File: src/rtl/program_launcher_if.sv
// ----------------------------------------------------------------------------
// program_launcher_if
//
// Purpose:
//   Host-side handshake bundle for program_launcher. The request channel
//   starts one program run. The response channel returns the result of that
//   run.
//
// Signals:
//   req_valid    host -> launcher   host requests one program run
//   req_ready    launcher -> host   launcher can accept a request (IDLE only)
//   rsp_valid    launcher -> host   result available (RESP only)
//   rsp_ready    host -> launcher   host accepts the result
//   rsp_ret      launcher -> host   captured program return value (32 bit)
//   rsp_cycles   launcher -> host   WAIT-cycle count of the run (32 bit)
//   rsp_timeout  launcher -> host   run was aborted by timeout
//
// Modports:
//   master  host side (drives req_valid and rsp_ready)
//   slave   launcher side (drives req_ready and the response fields)
// ----------------------------------------------------------------------------
interface program_launcher_if;
  logic        req_valid;
  logic        req_ready;
  logic        rsp_valid;
  logic        rsp_ready;
  logic [31:0] rsp_ret;
  logic [31:0] rsp_cycles;
  logic        rsp_timeout;

  modport master (
    output req_valid,
    output rsp_ready,
    input  req_ready,
    input  rsp_valid,
    input  rsp_ret,
    input  rsp_cycles,
    input  rsp_timeout
  );

  modport slave (
    input  req_valid,
    input  rsp_ready,
    output req_ready,
    output rsp_valid,
    output rsp_ret,
    output rsp_cycles,
    output rsp_timeout
  );
endinterface

File: src/rtl/program_launcher.sv
// ----------------------------------------------------------------------------
// program_launcher
//
// Purpose:
//   Runs a compiled hardware program once for each host request. An accepted
//   request produces a one-cycle prog_start pulse that restarts the program.
//   The launcher then waits for the program's sticky finish flag, captures the
//   return value and the number of WAIT cycles, and holds the result on the
//   response channel until the host takes it.
//
//   FSM: IDLE -> START (1 cycle) -> WAIT -> RESP -> IDLE
//
// Parameters:
//   MIN_CYCLES  minimum wait_cnt before prog_finish counts as completion.
//               This hides a finish flag that is still high from the
//               previous run.
//   TIMEOUT     WAIT-cycle budget before the run is aborted. It is only
//               used when LAUNCHER_TIMEOUT_EN is defined.
//
// Build option:
//   LAUNCHER_TIMEOUT_EN  When defined, a run that reaches wait_cnt == TIMEOUT
//                        without completing ends with rsp_timeout=1,
//                        rsp_ret=0 and rsp_cycles=TIMEOUT. When undefined,
//                        no timeout logic is built and rsp_timeout is
//                        constant 0.
//
// Ports:
//   clk          rising-edge clock
//   rst          synchronous active-high reset
//   host         program_launcher_if.slave request/response channel
//   prog_start   one-cycle restart pulse to the program
//   prog_finish  program finish flag (sticky)
//   prog_ret     program return value, valid while prog_finish is high
// ----------------------------------------------------------------------------
module program_launcher #(
  parameter int unsigned MIN_CYCLES = 2,
  parameter int unsigned TIMEOUT    = 1024
) (
  input  logic                     clk,
  input  logic                     rst,
  program_launcher_if.slave        host,
  output logic                     prog_start,
  input  logic                     prog_finish,
  input  logic [31:0]              prog_ret
);

  typedef enum logic [1:0] {
    IDLE  = 2'd0,
    START = 2'd1,
    WAIT  = 2'd2,
    RESP  = 2'd3
  } state_t;

  localparam logic [31:0] MIN_CNT     = 32'(MIN_CYCLES);
  localparam logic [31:0] TIMEOUT_CNT = 32'(TIMEOUT);

  state_t      state_reg;
  logic        req_ready_reg;
  logic        rsp_valid_reg;
  logic        prog_start_reg;
  logic [31:0] rsp_ret_reg;
  logic [31:0] rsp_cycles_reg;
  logic [31:0] wait_cnt_reg;
  logic [31:0] wait_cnt_next;
  logic        completion;

  // The counter sticks at all-ones. A very long run then reports a
  // saturated count instead of wrapping to a small one.
  assign wait_cnt_next = (wait_cnt_reg == 32'hFFFF_FFFF) ? wait_cnt_reg
                                                         : wait_cnt_reg + 32'd1;

  // prog_finish is ignored for the first MIN_CYCLES samples of a run. Until
  // then the flag may still be the stale one from the previous run.
  assign completion = prog_finish && (wait_cnt_reg >= MIN_CNT);

`ifdef LAUNCHER_TIMEOUT_EN
  logic rsp_timeout_reg;
  logic timed_out;

  assign timed_out        = (wait_cnt_reg >= TIMEOUT_CNT);
  assign host.rsp_timeout = rsp_timeout_reg;
`else
  // Without the timeout feature, TIMEOUT only feeds this discarded
  // reduction, so the parameter stays referenced.
  logic unused_timeout_cfg;

  assign unused_timeout_cfg = ^TIMEOUT_CNT;
  assign host.rsp_timeout   = 1'b0;
`endif

  assign host.req_ready  = req_ready_reg;
  assign host.rsp_valid  = rsp_valid_reg;
  assign host.rsp_ret    = rsp_ret_reg;
  assign host.rsp_cycles = rsp_cycles_reg;
  assign prog_start      = prog_start_reg;

  always_ff @(posedge clk) begin
    if (rst) begin
      state_reg       <= IDLE;
      req_ready_reg   <= 1'b0;
      rsp_valid_reg   <= 1'b0;
      prog_start_reg  <= 1'b0;
      rsp_ret_reg     <= 32'd0;
      rsp_cycles_reg  <= 32'd0;
      wait_cnt_reg    <= 32'd0;
`ifdef LAUNCHER_TIMEOUT_EN
      rsp_timeout_reg <= 1'b0;
`endif
    end else begin
      case (state_reg)
        IDLE: begin
          // req_ready is registered. In the first cycle after reset it is
          // still low, and from the next edge on it is high for as long as
          // the launcher stays idle.
          req_ready_reg <= 1'b1;
          if (host.req_valid && req_ready_reg) begin
            req_ready_reg  <= 1'b0;
            prog_start_reg <= 1'b1;
            state_reg      <= START;
          end
        end

        START: begin
          prog_start_reg <= 1'b0;
          wait_cnt_reg   <= 32'd0;
          state_reg      <= WAIT;
        end

        WAIT: begin
          // Completion is tested first, so it wins when completion and
          // timeout qualify on the same sample.
          if (completion) begin
            rsp_ret_reg     <= prog_ret;
            rsp_cycles_reg  <= wait_cnt_reg;
`ifdef LAUNCHER_TIMEOUT_EN
            rsp_timeout_reg <= 1'b0;
`endif
            rsp_valid_reg   <= 1'b1;
            state_reg       <= RESP;
`ifdef LAUNCHER_TIMEOUT_EN
          end else if (timed_out) begin
            rsp_ret_reg     <= 32'd0;
            rsp_cycles_reg  <= TIMEOUT_CNT;
            rsp_timeout_reg <= 1'b1;
            rsp_valid_reg   <= 1'b1;
            state_reg       <= RESP;
`endif
          end else begin
            wait_cnt_reg <= wait_cnt_next;
          end
        end

        RESP: begin
          // The response registers are not written here, so the result
          // stays stable while the host stalls.
          if (host.rsp_ready) begin
            rsp_valid_reg <= 1'b0;
            req_ready_reg <= 1'b1;
            state_reg     <= IDLE;
          end
        end

        default: begin
          state_reg <= IDLE;
        end
      endcase
    end
  end

endmodule
File: src/flat_wrapper.sv
// flat-port wrapper written by rule: the top's interface ports become plain ports
module program_launcher_flat 
#(
  parameter int unsigned MIN_CYCLES = 2,
  parameter int unsigned TIMEOUT    = 1024
)
  (clk, rst, prog_start, prog_finish, prog_ret, host_req_valid, host_rsp_ready, host_req_ready, host_rsp_valid, host_rsp_ret, host_rsp_cycles, host_rsp_timeout);
  program_launcher_if host_i ();
  input  logic clk;
  input  logic rst;
  output logic prog_start;
  input  logic prog_finish;
  input  logic [31:0] prog_ret;
  input wire logic [$bits(host_i.req_valid)-1:0] host_req_valid;
  input wire logic [$bits(host_i.rsp_ready)-1:0] host_rsp_ready;
  output wire logic [$bits(host_i.req_ready)-1:0] host_req_ready;
  output wire logic [$bits(host_i.rsp_valid)-1:0] host_rsp_valid;
  output wire logic [$bits(host_i.rsp_ret)-1:0] host_rsp_ret;
  output wire logic [$bits(host_i.rsp_cycles)-1:0] host_rsp_cycles;
  output wire logic [$bits(host_i.rsp_timeout)-1:0] host_rsp_timeout;
  assign host_i.req_valid = host_req_valid;
  assign host_i.rsp_ready = host_rsp_ready;
  assign host_req_ready = host_i.req_ready;
  assign host_rsp_valid = host_i.rsp_valid;
  assign host_rsp_ret = host_i.rsp_ret;
  assign host_rsp_cycles = host_i.rsp_cycles;
  assign host_rsp_timeout = host_i.rsp_timeout;
  program_launcher #(.MIN_CYCLES(MIN_CYCLES), .TIMEOUT(TIMEOUT)) u_core (.clk(clk), .rst(rst), .host(host_i), .prog_start(prog_start), .prog_finish(prog_finish), .prog_ret(prog_ret));
endmodule
File: config.mk
export PLATFORM = sky130hd
export DESIGN_NAME = program_launcher_flat
export DESIGN_NICKNAME = d
export VERILOG_FILES = /design/src/rtl/program_launcher_if.sv /design/src/rtl/program_launcher.sv /design/src/flat_wrapper.sv
export SDC_FILE = /design/constraint.sdc
export NUM_CORES = 1
export LEC_CHECK = 0
export CELL_PAD_IN_SITES_DETAIL_PLACEMENT = 0
export CELL_PAD_IN_SITES_GLOBAL_PLACEMENT = 2
export CORE_ASPECT_RATIO = 1.75
export CORE_MARGIN = 5
export CORE_UTILIZATION = 31
export DETAILED_ROUTE_END_ITERATION = 8
export PLACE_DENSITY_LB_ADDON = 0.1
export SKIP_LAST_GASP = 1
export SLEW_MARGIN = 20
export SYNTH_ARGS = -nofsm -noshare
export SYNTH_HDL_FRONTEND = slang
export SYNTH_SLANG_ARGS = --single-unit
File: constraint.sdc
create_clock -name clk -period 5.5 [get_ports clk]
set_input_delay 1.65 -clock clk [delete_from_list [all_inputs] [get_ports clk]]
set_output_delay 1.65 -clock clk [all_outputs]
set_load 0.03 [all_outputs]
==> results.py <==
metrics = {
    "run_status": {
        "status": "finished clean",
    },
    "logic_synthesis": {
        "ys.flop_type": "dfxtp_1",
        "synth_area_um2": 4610,
        "synth_cell_types": 43,
        "synth-edff-count": 0,
        "synth_top_area_share_pct": 43.8,
        "syn_area_per_cell_um2": 7.85,
        "post-synth-top-area-cell": "dfxtp_1",
        "ys_async_sr_fraction_pct": 0,
        "ys_seq_area_share_pct": 43.8,
        "ys_ff_latch": 101,
        "synth.area.top_cells": "dfxtp_1 (44%), nand2_1 (13%), a21oi_1 (8.8%), nor4_1 (3.5%), mux2i_1 (3.3%)",
        "syn-num-nets": 631,
        "yosysWarnings": 0,
        "synthCells": 588,
    },
    "die": {
        "rows": 59,
        "core-area_um2": 14800,
        "start_util_pct": 31.2,
        "die_w_um": 102,
        "die_area_um2": 17500,
        "io_pins": 105,
        "die_h_um": 171,
    },
    "finish": {
        "layout_commonest_cell": "nand2_1",
        "final_area_um2": 6090,
        "drive_gt1_share_pct": 5.29,
        "num_antenna_cells": 0,
        "final_util_pct": 41.3,
        "most-common-layout-cells": "nand2_1 (162), clkdlybuf4s50_1 (102), dfxtp_1 (101)",
        "syn_to_final_growth_pct": 32.1,
        "fin_nets": 701,
    },
    "placement": {
        "dp_hpwl_um": 9430,
        "dpl_cell_area_um2": 5750,
        "io_buffer_count": 103,
        "dp_slack_ns": 1.81,
        "globalplace.congestion": 0.807,
    },
    "power": {
        "power_density_nw_per_um2": 314,
        "p_leak_nw": 1.94,
        "max-vdd-ir-drop_mv": 0.172,
        "finalPower_mw": 1.91,
    },
    "grt": {
        "antenna_found_initial": 0,
        "grt_start_max_net_pins": 73,
        "grt_usage_pct": 16.4,
        "grt_pass1_wl_um": 23000,
        "first_global_vias": 4482,
        "overflow": 0,
    },
    "clock_network": {
        "cts_buffer_depth": 2,
        "htreeDepth": 3,
        "numCtsBuffers": 9,
        "hold_buffers": 0,
        "cts_tree": "done",
        "clock_tree.root_cell": "clkbuf_16",
        "clock_sinks": 101,
        "cts.clk_slew.worst_paths_ns": 0.07,
        "worstSkewPairLatency_ns": 0.35,
        "cts_resized": 0,
        "cts_setup_buffers": 0,
    },
    "critical_path": {
        "path_depth": 5,
        "cp.required_ns": 5.77,
        "critPathMaxFanout": 60,
        "path_buf_inv": 2,
        "rr_worst_depth": 5,
        "critPathSlowestCell": "o211a_4",
        "cp_top_family": "buffers and inverters",
        "r2r_slack_ns": 2.61,
        "cp-end-kind": "register",
        "crit_type": "primary input to register",
        "slowest_delay_ns": 0.61,
        "cp_cell_sequence": "clkdlybuf4s50_1 -> o211a_4 -> buf_4 -> nand2_1 -> a21oi_1",
        "cp-start-kind": "primary input",
        "cp.arrival_ns": 3.55,
    },
    "sta": {
        "period_needed_ns": 3.28,
        "rsz0062_at_grt": "false",
        "fmax_mhz": 305,
        "drv_slew": 0,
        "fin_setup_tns_ns": 0,
        "setup_viol": 0,
        "finalWorstSetupSlack_ns": 2.22,
        "final.setup_skew_ns": 0.00759,
        "period_share_pct": 59.7,
        "hold_violations": 0,
        "max-slew-margin-rel_pct": 32.9,
        "worstMarginPinSlew_ns": 1.01,
    },
    "detailed_routing": {
        "dr.pass1.iters": 4,
        "wl_um": 13900,
        "dr_total_vias": 4405,
        "ant_nets": 0,
        "first_iter_violations": 145,
        "via_per_inst": 5.21,
        "wl_per_cell_um": 16.5,
        "drc": 0,
    },
    "worst_hold_path": {
        "min_path_cells": 2,
        "hold_class": "register to register",
    },
    "run": {
        "maxCapViolCount": 0,
    },
}
final timing paths:
| kind | start | endpoint |
|---|---|---|
| setup / recovery | prog_finish | u_core.host.rsp_ret[16]$_SDFFE_PP0P_ |
| hold / removal | u_core.host.rsp_ret[23]$_SDFFE_PP0P_ | u_core.host.rsp_ret[23]$_SDFFE_PP0P_ |
| setup reg to reg | u_core.state_reg[1]$_SDFFE_PP0P_ | u_core.wait_cnt_reg[23]$_SDFFE_PP0P_ |
| hold reg to reg | u_core.host.rsp_ret[23]$_SDFFE_PP0P_ | u_core.host.rsp_ret[23]$_SDFFE_PP0P_ |
final cells by class:
cell class / count / area, µm²
clock buffer: 10 / 239
clock inverter: 5 / 108
fill: 1545 / 8670
inverter: 8 / 30.0
multi-input combinational: 430 / 2390
sequential: 101 / 2020
tap: 183 / 229
timing repair buffer: 108 / 1080
worst reg2reg max path, stage by stage (launching register included):
cell     delay (ns)
dfxtp_1        0.39
inv_1          0.09
ha_1           0.79
inv_1          0.69
or4_1          0.70
a21oi_1        0.15
cell families after synthesis:
family / after synthesis / share of synthesized area, %
AO/OA/AOI/OAI: 122 / 15.8
adder cells (fa/ha/maj): 6 / 1.63
buffers and inverters: 57 / 4.99
flip-flops: 101 / 43.8
multiplexers: 15 / 3.25
other: 1 / 0.0813
AND/OR/NAND/NOR: 286 / 30.5
synthesized netlist by cell type (2+ instances only):
cell type    n
nand2_1    162
dfxtp_1    101
a21oi_1     81
clkbuf_1    39
nor4_1      26
nand4_1     23
nand2b_1    19
mux2i_1     15
nand3_1     13
nor2_1      12
inv_1        8
a31oi_1      7
o31ai_1      7
or4_1        7
buf_2        6
ha_1         6
and3_1       5
a31o_2       4
and4_1       4
a41o_1       3
nand4b_1     3
nor3_1       3
nor3_2       3
o21ai_0      3
o311ai_0     3
o41ai_1      3
a211oi_1     2
and2_1       2
buf_4        2
nor4_2       2
o21a_1       2
report_power, final:
| group | switching (mW) | internal [mW] | leakage (nW) |
|---|---|---|---|
| sequential | 0.0193 | 0.751 | 0.814 |
| combinational | 0.278 | 0.118 | 0.958 |
| clock | 0.288 | 0.458 | 0.169 |
| total | 0.585 | 1.33 | 1.94 |
per-stage QoR:
stage	instances	hold WS [ns]
CTS	845	0.457
finish	845	0.453
global placement	830	0.442
detailed placement	830	0.448
floorplan	588	0.473
global route	845	0.471
routing by layer:
| metal | GRT usage [%] | part of all wire, % | vias up |
|---|---|---|---|
| li1 | - | - | 2211 |
| met1 | 17.8 | 40 | 2079 |
| met2 | 30.3 | 53 | 101 |
| met3 | 4.06 | 5.1 | 14 |
| met4 | 5.94 | 2.0 | 0 |
| met5 | 0 | 0 | - |
Power figures use the tool's default switching activity.
